==> src/rtl/instr_fetch_unit.sv <==
// Instruction fetch unit for the 16-bit multicycle CPU.
// Holds PC and the instruction register, and runs a level-based req/ready
// read of instruction memory. stall freezes the controller while a fetch is
// outstanding. fault flags a fetch that timed out waiting for mem_ready.
module instr_fetch_unit #(
  parameter logic [15:0] RESET_PC = 16'h0000,
  parameter int          TIMEOUT  = 15
) (
  input  logic        clk,
  input  logic        rst,
  input  logic        PCWrite,
  input  logic        IRWrite,
  input  logic [15:0] Result,
  input  logic [15:0] mem_rdata,
  input  logic        mem_ready,
  output logic        mem_req,
  output logic [15:0] mem_addr,
  output logic [15:0] PC,
  output logic [15:0] Instr,
  output logic        stall,
  output logic        fault
);

  typedef enum logic [1:0] {
    IDLE = 2'd0,
    REQ  = 2'd1,
    WAIT = 2'd2
  } state_t;

  localparam logic [7:0] TIMEOUT_CNT = 8'(TIMEOUT);

  state_t      state_reg, state_next;
  logic [15:0] pc_reg;
  logic [15:0] instr_reg, instr_next;
  logic [15:0] addr_reg, addr_next;
  logic        req_reg, req_next;
  logic        fault_reg, fault_next;
  logic [7:0]  cnt_reg, cnt_next;
  logic [7:0]  cnt_plus;

  assign cnt_plus = cnt_reg + 8'd1;

  // Program counter: loaded from the result bus whenever the controller asks,
  // independent of any fetch in flight (mem_addr keeps its own copy).
  always_ff @(posedge clk or negedge rst) begin
    if (!rst) begin
      pc_reg <= RESET_PC;
    end else if (PCWrite) begin
      pc_reg <= Result;
    end
  end

  // Fetch FSM state and datapath registers.
  always_ff @(posedge clk or negedge rst) begin
    if (!rst) begin
      state_reg <= IDLE;
      instr_reg <= 16'h0000;
      addr_reg  <= RESET_PC;
      req_reg   <= 1'b0;
      fault_reg <= 1'b0;
      cnt_reg   <= 8'd0;
    end else begin
      state_reg <= state_next;
      instr_reg <= instr_next;
      addr_reg  <= addr_next;
      req_reg   <= req_next;
      fault_reg <= fault_next;
      cnt_reg   <= cnt_next;
    end
  end

  // Next-state logic: request is registered so mem_req/mem_addr stay stable
  // for the whole handshake; the timeout fires on the WAIT cycle whose
  // increment would bring the counter to TIMEOUT.
  always_comb begin
    state_next = state_reg;
    instr_next = instr_reg;
    addr_next  = addr_reg;
    req_next   = req_reg;
    fault_next = fault_reg;
    cnt_next   = cnt_reg;
    case (state_reg)
      IDLE: begin
        if (IRWrite) begin
          addr_next  = pc_reg;
          req_next   = 1'b1;
          state_next = REQ;
        end
      end
      REQ: begin
        if (mem_ready) begin
          instr_next = mem_rdata;
          req_next   = 1'b0;
          state_next = IDLE;
        end else begin
          cnt_next   = 8'd0;
          state_next = WAIT;
        end
      end
      WAIT: begin
        if (mem_ready) begin
          instr_next = mem_rdata;
          req_next   = 1'b0;
          cnt_next   = 8'd0;
          state_next = IDLE;
        end else if (cnt_plus == TIMEOUT_CNT) begin
          fault_next = 1'b1;
          req_next   = 1'b0;
          cnt_next   = 8'd0;
          state_next = IDLE;
        end else begin
          cnt_next = cnt_plus;
        end
      end
      default: begin
        req_next   = 1'b0;
        cnt_next   = 8'd0;
        state_next = IDLE;
      end
    endcase
  end

  // Stall is combinational so the controller freezes in the IRWrite cycle.
  always_comb begin
    stall = (state_reg != IDLE) || ((state_reg == IDLE) && IRWrite);
  end

  assign mem_req  = req_reg;
  assign mem_addr = addr_reg;
  assign PC       = pc_reg;
  assign Instr    = instr_reg;
  assign fault    = fault_reg;

endmodule

==> config.mk <==
export PLATFORM = sky130hd
export DESIGN_NAME = instr_fetch_unit
export DESIGN_NICKNAME = d
export VERILOG_FILES = /design/src/rtl/instr_fetch_unit.sv
export SDC_FILE = /design/constraint.sdc
export NUM_CORES = 1
export LEC_CHECK = 0
export CAP_MARGIN = 20
export CORE_UTILIZATION = 47
export CTS_BUF_LIST = sky130_fd_sc_hd__clkbuf_2
export DETAILED_ROUTE_END_ITERATION = 12
export HOLD_SLACK_MARGIN = 0.15
export PLACE_DENSITY = 0.86
export SLEW_MARGIN = 10
export SYNTH_ARGS = -nofsm -noshare
export SYNTH_HDL_FRONTEND = slang
export SYNTH_SLANG_ARGS = --single-unit
==> constraint.sdc <==
create_clock -name clk -period 2 [get_ports clk]
set_input_delay 0.3 -clock clk [delete_from_list [all_inputs] [get_ports clk]]
set_output_delay 0.3 -clock clk [all_outputs]
set_load 0.01 [all_outputs]
==> results of run 1 <==
==> layout make-up <==
type | count | area (um2) | share of cell area
Timing Repair Buffer | 100 | 977 | 0.265
Tap cell | 70 | 87.6 | 0.0238
Clock inverter | 4 | 17.5 | 0.00475
Clock buffer | 11 | 55.1 | 0.0149
Inverter | 4 | 15.0 | 0.00407
Sequential cell | 60 | 1500 | 0.407
Multi-Input combinational cell | 120 | 1030 | 0.280
==> how the worst max path moves through the flow <==
stage / startpoint / end / slack (ps) / depth (start not counted)
after floorplan: cnt_reg[0] / state_reg[1] / 160 / 7
after global placement: cnt_reg[0] / state_reg[1] / 150 / 7
after detailed placement: cnt_reg[0] / state_reg[1] / 80 / 7
after CTS: cnt_reg[0] / state_reg[1] / 50 / 7
after global routing: cnt_reg[3] / cnt_reg[2] / 4 / 6
final: cnt_reg[0] / cnt_reg[3] / 120 / 7
==> cells in the mapped netlist (all sizes together) <==
library cell	number	area [um2]
a31oi	2	12.5
o21bai	3	33.8
ha	5	62.6
xnor2	1	8.76
dfrtp	60	1500
nand3	5	37.5
inv	4	15.0
nand2	11	41.3
o21ai	5	25.0
mux2	48	541
or3	2	12.5
clkbuf	5	18.8
o21a	1	7.51
nand4	2	18.8
o31ai	3	22.5
and2	1	6.26
nor4	1	6.26
nor2	6	22.5
a21o	1	7.51
buf	2	8.75
or2b	1	7.51
nor2b	3	18.8
nor3	2	15.0
a21oi	3	15.0
o41ai	2	17.5
or2	1	6.26
a32o	1	10.0
o211ai	2	20.0
and3	1	6.26
nand2b	6	37.5
==> power groups by stage <==
stage / clock network, mW / logic [mW] / registers (mW)
2_1_floorplan: 0 / 0.771 / 2.02
3_3_place_gp: 0 / 2.01 / 1.83
3_5_place_dp: 0 / 2.06 / 1.87
4_1_cts: 0.579 / 2.12 / 1.84
5_1_grt: 0.631 / 2.24 / 1.89
6_report: 0.570 / 2.10 / 1.84
==> logic make-up (layout without fill, tap and decap cells) <==
kind of cell	Yosys count	in the layout	synth area share
DFF	60	60	0.586
muxes	48	48	0.211
and+or+nand+nor	42	42	0.0922
AOI/OAI and AO/OA	23	24	0.0669
buffers and inverters	11	119	0.0166
adders and majority gates	5	5	0.0244
xor gates and xnor gates	1	1	0.00342
==> repair_timing <==
action / CTS / global route
cloned: 0 / 1
pin swaps: 0 / 1
resized for setup: 1 / 0
endpoints found under the hold margin: 60 / 0
setup buffers: 2 / 1
hold buffers: 1 / 0
endpoints found under the setup margin: 1 / 4
==> routing by layer <==
metal / share of wire / track usage / vias up
li1: - / - / 882
met1: 0.38 / 0.236 / 909
met2: 0.53 / 0.364 / 52
met3: 0.065 / 0.0701 / 14
met4: 0.020 / 0.105 / 0
met5: 0 / 0 / -
==> metrics by stage <==
step / util / total power, mW / instances
floorplan: - / 2.79 / 190
global placement: 0.690 / 3.84 / 349
detailed placement: 0.690 / 3.93 / 349
CTS: 0.709 / 4.54 / 367
global route: 0.712 / 4.76 / 369
finish: 0.712 / 4.50 / 369
==> critical path: cells and delay by family (launching register included) <==
kind            cells  cell delay, ps
compound gates      4             650
fa+ha+maj           1             280
simple gates        2             450
flops               1             410
==> results_dict.tcl, run 1 <==
set metrics [dict create \
    status "finished clean" \
    synthCells 190 \
    final_cell_mix "clkdlybuf4s50_1, dfrtp_1, mux2_2" \
    grt_pass1_vias 1860 \
    finalNetCount 337 \
    fp.coreArea_mm2 0.00517 \
    max_freq_mhz 532 \
    drt_iter0_drc 77 \
    die-area_mm2 0.00575 \
    fin_worst_skew_ps 9.12 \
    drv_cap 0 \
    switching_share 0.326 \
    ant_nets 0 \
    die_w_um 75.9 \
    cpPeakStageDelay_ps 410 \
    path_cells "ha_1 > or2b_1 > o211ai_2 > nand4_2 > o21bai_2 > a21oi_1 > a21o_1" \
    arrival_ps 2260 \
    holdWs_ps 272 \
    grt_pass1_wl_um 8620 \
    cts_tree "done" \
    cts_made_buffers 9 \
    dp_hpwl_um 4160 \
    yosys_warnings 0 \
    areaGrowthSynthToFinish_pct 43.7 \
    place_area_mm2 0.00357 \
    overflow 0 \
    p_switching_mw 1.47 \
    r2r_end "cnt_reg[3]" \
    grt_antenna_before_repair 0 \
    period_share 0.940 \
    required_ps 2380 \
    cp_slowest_cell "dfrtp_1" \
    port_buffers 87 \
    fill_cells 383 \
    power.density_mw_per_mm2 1220 \
    wl_um 5740 \
    clk_latency_ps 470 \
    worstRegToRegCells 7 \
    dr.pass1.iters 4 \
    clkSinkCount 60 \
    min_path_type "primary input to async pin" \
    internal_power_mw 3.03 \
    syn_nets 232 \
    setup_slack_ps 119 \
    syn_area_mm2 0.00256 \
    viasPerCell 5.03 \
    avgSynthCellArea_um2 13.5 \
    layout-drive-gt1-share 0.268 \
    relSlewSlack 0.731 \
    io_pins 88 \
    finalMaxSlewViolations 0 \
    grt_use_total 0.212 \
    tightestPinTransition_ps 403 \
    row_count 26 \
    synth-seq-cells 60 \
    reg2reg_from "cnt_reg[0]" \
    startpoint_type "flop" \
    r2r_slack_ps 120 \
    grt_setup_unrepaired "false" \
    power_frac_clock 0.127 \
    drc 0 \
    yosys.cell_types.count 36 \
    final_common_cell "clkdlybuf4s50_1" \
    start_util 0.496 \
    num_vias 1857 \
    finalHoldViolCount 0 \
    power.leakage_nw 1.55 \
    root_buffer "clkbuf_2" \
    fin_crit_ps 1880 \
    setup_viol 0 \
    irDropWorstVdd_mv 0.865 \
    crit_fanout 7 \
    clk_path_buf_depth 2 \
    grt_max_degree 26 \
    avgRoutedWirePerCell_um 15.6 \
    n_antenna_cell 0 \
    clk_pin_slew_ps 160 \
    cp-end-kind "flop" \
    htree_levels 3 \
    gp_routability_congestion 0.789 \
    tns_ps 0 \
    p_comb_frac 0.466 \
    final_area_mm2 0.00368 \
    crit_type "flop to flop" \
    pre_cts_ws_ps 84.2 \
    ys_seq_area_frac 0.586 \
    die_h_um 75.9 \
    seq_power_share 0.407 \
]
No activity file was read; power rests on OpenSTA's default activity.
==> inputs of run 2 (changes only) <==
--- a/config.mk
+++ b/config.mk
@@ -11,6 +11,7 @@
 export DETAILED_ROUTE_END_ITERATION = 12
 export HOLD_SLACK_MARGIN = 0.15
 export PLACE_DENSITY = 0.86
+export SETUP_SLACK_MARGIN = 0.2
 export SLEW_MARGIN = 10
 export SYNTH_ARGS = -nofsm -noshare
 export SYNTH_HDL_FRONTEND = slang
==> run 2 against run 1 <==
Final area up 6.1%. Setup slack better by 40 ps. Via count up 4.8%. Utilization is 4.4 points higher. Sequential share of layout area is 2.3 points lower. Register-to-register slack improved by 40 ps. Total power is 7.0% higher. Fmax rose by 2.2%. Sequential power about the same. Sequential cell count stayed put. Final cell count increased by 3.0%. Die area unchanged. Largest power group unchanged.
==> results_dict.tcl, run 2 (synthesis results as in run 1) <==
set metrics [dict create \
    status "finished clean" \
    avgRoutedWirePerCell_um 14.8 \
    place_inst 347 \
    drv_cap 0 \
    irDropWorstVdd_mv 0.752 \
    port_buffers 87 \
    grt_antenna_before_repair 0 \
    final_common_cell "clkdlybuf4s50_1" \
    globalRouteMet3Util 0.0820 \
    relSlewSlack 0.746 \
    period_share 0.921 \
    fill_cells 333 \
    cp-end-kind "flop" \
    seq_power_share 0.378 \
    power.total_mw 4.82 \
    setup_viol 0 \
    drt_iter0_drc 122 \
    start_util 0.496 \
    grtUsageMet2 0.338 \
    final_area_mm2 0.00391 \
    max_freq_mhz 543 \
    clk_pin_slew_ps 150 \
    overflow 0 \
    min_path_type "primary input to async pin" \
    place_area_mm2 0.00356 \
    internal_power_mw 3.34 \
    finalMaxSlewViolations 0 \
    clkSinkCount 60 \
    setup_slack_ps 159 \
    startpoint_type "flop" \
    p_comb_frac 0.448 \
    tightestPinTransition_ps 379 \
    tns_ps 0 \
    holdWs_ps 335 \
    cpPeakStageDelay_ps 440 \
    fin_cells 380 \
    path_cells "ha_4 > or2b_1 > o211ai_2 > nand4_2 > o21bai_4 > buf_4 > a31oi_1 > a31oi_1" \
    fin_worst_skew_ps 15.0 \
    grt_pass1_wl_um 8840 \
    cts_made_buffers 9 \
    crit_fanout 6 \
    layout-drive-gt1-share 0.339 \
    fin_util 0.756 \
    grt_max_degree 61 \
    pre_cts_ws_ps 157 \
    finalHoldViolCount 0 \
    root_buffer "clkbuf_2" \
    clk_latency_ps 470 \
    switching_share 0.308 \
    drc 0 \
    met1_usage 0.247 \
    dp_hpwl_um 3720 \
    dr.pass1.iters 4 \
    grt_use_total 0.213 \
    viasPerCell 5.12 \
    die_h_um 75.9 \
    htree_levels 3 \
    die-area_mm2 0.00575 \
    required_ps 2390 \
    arrival_ps 2230 \
    cts_tree "done" \
    fp.coreArea_mm2 0.00517 \
    power_frac_clock 0.174 \
    final_cell_mix "clkdlybuf4s50_1, dfrtp_1, mux2_2, buf_4, nand2_1" \
    grt_setup_unrepaired "true" \
    grt_pass1_vias 1970 \
    crit_type "flop to flop" \
    fin_crit_ps 1840 \
    wl_um 5620 \
    power.leakage_nw 1.72 \
    areaGrowthSynthToFinish_pct 52.6 \
    crit_top_cell "a31oi_1" \
    finalNetCount 347 \
    ant_nets 0 \
    cp_slowest_cell "dfrtp_1" \
    gp_routability_congestion 0.777 \
    num_vias 1946 \
    row_count 26 \
    io_pins 88 \
    clk_path_buf_depth 2 \
    power.density_mw_per_mm2 1230 \
    p_switching_mw 1.48 \
    die_w_um 75.9 \
    n_antenna_cell 0 \
    top_usage_layer "met2" \
]
-- run 2: cell count changes in the layout (fill, tap and decap cells not counted), sizes merged --
| cell | before | now |
|---|---|---|
| buf | 13 | 25 |
| bufinv | 0 | 2 |
| clkbuf | 11 | 10 |
| clkdlybuf4s50 | 85 | 78 |
| dlygate4sd2 | 1 | 0 |
| dlymetal6s2s | 0 | 7 |
| o21bai | 4 | 3 |
-- run 2: final timing paths --
kind                       cells past startpoint  slack (ps)        from         end
hold reg to reg                                1         500  cnt_reg[7]  cnt_reg[7]
max in group asynchronous                      3        1370         rst  cnt_reg[3]
setup / recovery                               8         160  cnt_reg[0]     mem_req
hold / removal                                 3         330         rst  cnt_reg[6]
setup reg to reg                               8         160  cnt_reg[0]     mem_req
min in group clk                               2         430   Result[2]       PC[2]
-- run 2: what timing repair did --
item | in CTS | in global routing
endpoints found under the hold margin | 60 | 0
pin swaps | 7 | 2
hold buffers | 1 | 0
resized for setup | 17 | 15
setup endpoints to repair | 6 | 15
cloned | 0 | 0
setup buffers | 10 | 6
-- run 2: area by class of cell --
cell class	count	area, um2	area share
Sequential cell	60	1510	0.385
Timing Repair Buffer	111	1090	0.279
Multi-Input combinational cell	119	1080	0.277
Tap cell	70	87.6	0.0224
Clock inverter	6	78.8	0.0202
Clock buffer	10	50.0	0.0128
Inverter	4	15.0	0.00384
-- run 2: power groups by stage --
stage               Clock [mW]  Sequential [mW]  Combinational, mW
floorplan                    0             2.02              0.771
global placement             0             1.84               2.00
detailed placement           0             1.86               2.04
CTS                      0.861             1.83               2.11
global route             0.913             1.88               2.33
finish                   0.837             1.82               2.16
-- run 2: metal layers --
layer	wire, um	up-vias
met3	432	13
met1	2260	960
li1	-	905
met4	116	0
met2	2820	68
met5	0	-
-- run 2: critical path: cells and delay by family, from the launching register on --
family,cells,cell delay [ps]
AOI/OAI and AO/OA,4,610
adders and majority gates,1,200
buffers and inverters,1,130
DFF,1,440
and+or+nand+nor,2,400
==> inputs of run 3 (changes only) <==
--- a/config.mk
+++ b/config.mk
@@ -12,6 +12,7 @@
 export HOLD_SLACK_MARGIN = 0.15
 export PLACE_DENSITY = 0.86
 export SETUP_SLACK_MARGIN = 0.2
+export SKIP_CTS_REPAIR_TIMING = 1
 export SLEW_MARGIN = 10
 export SYNTH_ARGS = -nofsm -noshare
 export SYNTH_HDL_FRONTEND = slang
==> run 3 against run 2 <==
Hold slack gained 11 ps. Clock skew is 2.8 ps lower. Utilization is 2.6 points lower. Setup slack gained 55 ps. Wire length fell by 6.2%. First-iteration DRC count is 2.5% lower. Final area shrank 3.5%. Sequential power is essentially flat. Largest cell class unchanged. Highest routed layer unchanged.
==> results_dict.tcl, run 3 (synthesis results as in run 1) <==
set metrics [dict create \
    ant_nets 0 \
    port_buffers 87 \
    clk_latency_ps 460 \
    layout-drive-gt1-share 0.296 \
    drc 0 \
    power.density_mw_per_mm2 1240 \
    grt_max_degree 61 \
    grt_setup_unrepaired "true" \
    crit_fanout 7 \
    gp_routability_congestion 0.777 \
    fin_cells 367 \
    cp-end-kind "flop" \
    final_area_mm2 0.00377 \
    critPathTopFamily "compound AO/OA/AOI/OAI gates" \
    fp.coreArea_mm2 0.00517 \
    htree_levels 3 \
    crit_type "flop to flop" \
    n_antenna_cell 0 \
    cpPeakStageDelay_ps 440 \
    worstRegToRegCells 7 \
    wl_um 5270 \
    fin_worst_skew_ps 12.2 \
    avgRoutedWirePerCell_um 14.4 \
    path_depth 7 \
    start_util 0.496 \
    die_h_um 75.9 \
    arrival_ps 2160 \
    path_cells "ha_4 > or2b_1 > o211ai_2 > nand4_2 > o21bai_4 > nand2_1 > a32o_1" \
    worst-path-buf-inv 0 \
    areaGrowthSynthToFinish_pct 47.2 \
    root_buffer "clkbuf_2" \
    row_count 26 \
    irDropWorstVdd_mv 0.746 \
    overflow 0 \
    fin_crit_ps 1790 \
    place_inst 347 \
    startpoint_type "flop" \
    cts_tree "done" \
    place_area_mm2 0.00356 \
    finalNetCount 334 \
    cp_slowest_cell "dfrtp_1" \
    period_share 0.893 \
    finalMaxSlewViolations 0 \
    required_ps 2370 \
    final_cell_mix "clkdlybuf4s50_1, dfrtp_1, mux2_2, clkbuf_2, nand2_1" \
    tightestPinTransition_ps 380 \
    drt_iter0_drc 119 \
    cts_made_buffers 9 \
    status "finished clean" \
    max_freq_mhz 560 \
    clkSinkCount 60 \
    num_vias 1864 \
    relSlewSlack 0.744 \
    dp_hpwl_um 3720 \
    min_path_type "primary input to async pin" \
    grt_antenna_before_repair 0 \
    clk_path_buf_depth 2 \
    finalHoldViolCount 0 \
    grt_use_total 0.207 \
    die_w_um 75.9 \
    die-area_mm2 0.00575 \
    fill_cells 356 \
    grt_pass1_vias 1935 \
    dr.pass1.iters 4 \
    clk_pin_slew_ps 160 \
    viasPerCell 5.08 \
    tns_ps 0 \
    setup_viol 0 \
    io_pins 88 \
    final_common_cell "clkdlybuf4s50_1" \
    drv_cap 0 \
    power.leakage_nw 1.62 \
    grt_pass1_wl_um 8590 \
]
run 3: area by class of cell:
class                           count  area [um2]  area share
Clock inverter                      6        78.8      0.0209
Timing Repair Buffer               97         968       0.257
Sequential cell                    60        1510       0.399
Multi-Input combinational cell    120        1070       0.283
Clock buffer                       10        50.0      0.0133
Tap cell                           70        87.6      0.0232
Inverter                            4        15.0     0.00398
run 3: path summary, 6_finish.rpt:
path	startpoint	to	slack (ps)
max in group asynchronous	rst	cnt_reg[3]	1370
min reg2reg	cnt_reg[7]	cnt_reg[7]	500
max	cnt_reg[0]	state_reg[1]	210
min	rst	cnt_reg[6]	350
min in group clk	Result[2]	PC[2]	430
max reg2reg	cnt_reg[0]	state_reg[1]	210
run 3: through the flow:
stage	hold slack (ps)	power, mW	util	setup WS [ps]
floorplan	4.41	2.80	-	239
global placement	330	3.84	0.688	202
detailed placement	331	3.89	0.688	157
CTS	-226	4.74	0.713	-189
global route	324	5.00	0.730	143
finish	346	4.68	0.730	214
run 3: routing by layer:
layer / GRT usage / vias up / share of wire
met5: 0 / - / 0
met4: 0.117 / 0 / 0.017
met3: 0.0794 / 9 / 0.078
met2: 0.325 / 57 / 0.49
met1: 0.243 / 915 / 0.41
li1: - / 883 / -
run 3: report_power, final:
group,internal [mW],switching [mW],total [mW]
clock network,0.410,0.423,0.833
registers,1.62,0.209,1.82
logic,1.23,0.796,2.02
total,3.25,1.43,4.68
run 3: worst min-delay path, delay by kind of cell:
kind | cells | cell delay, ps
buf+inv | 3 | 910
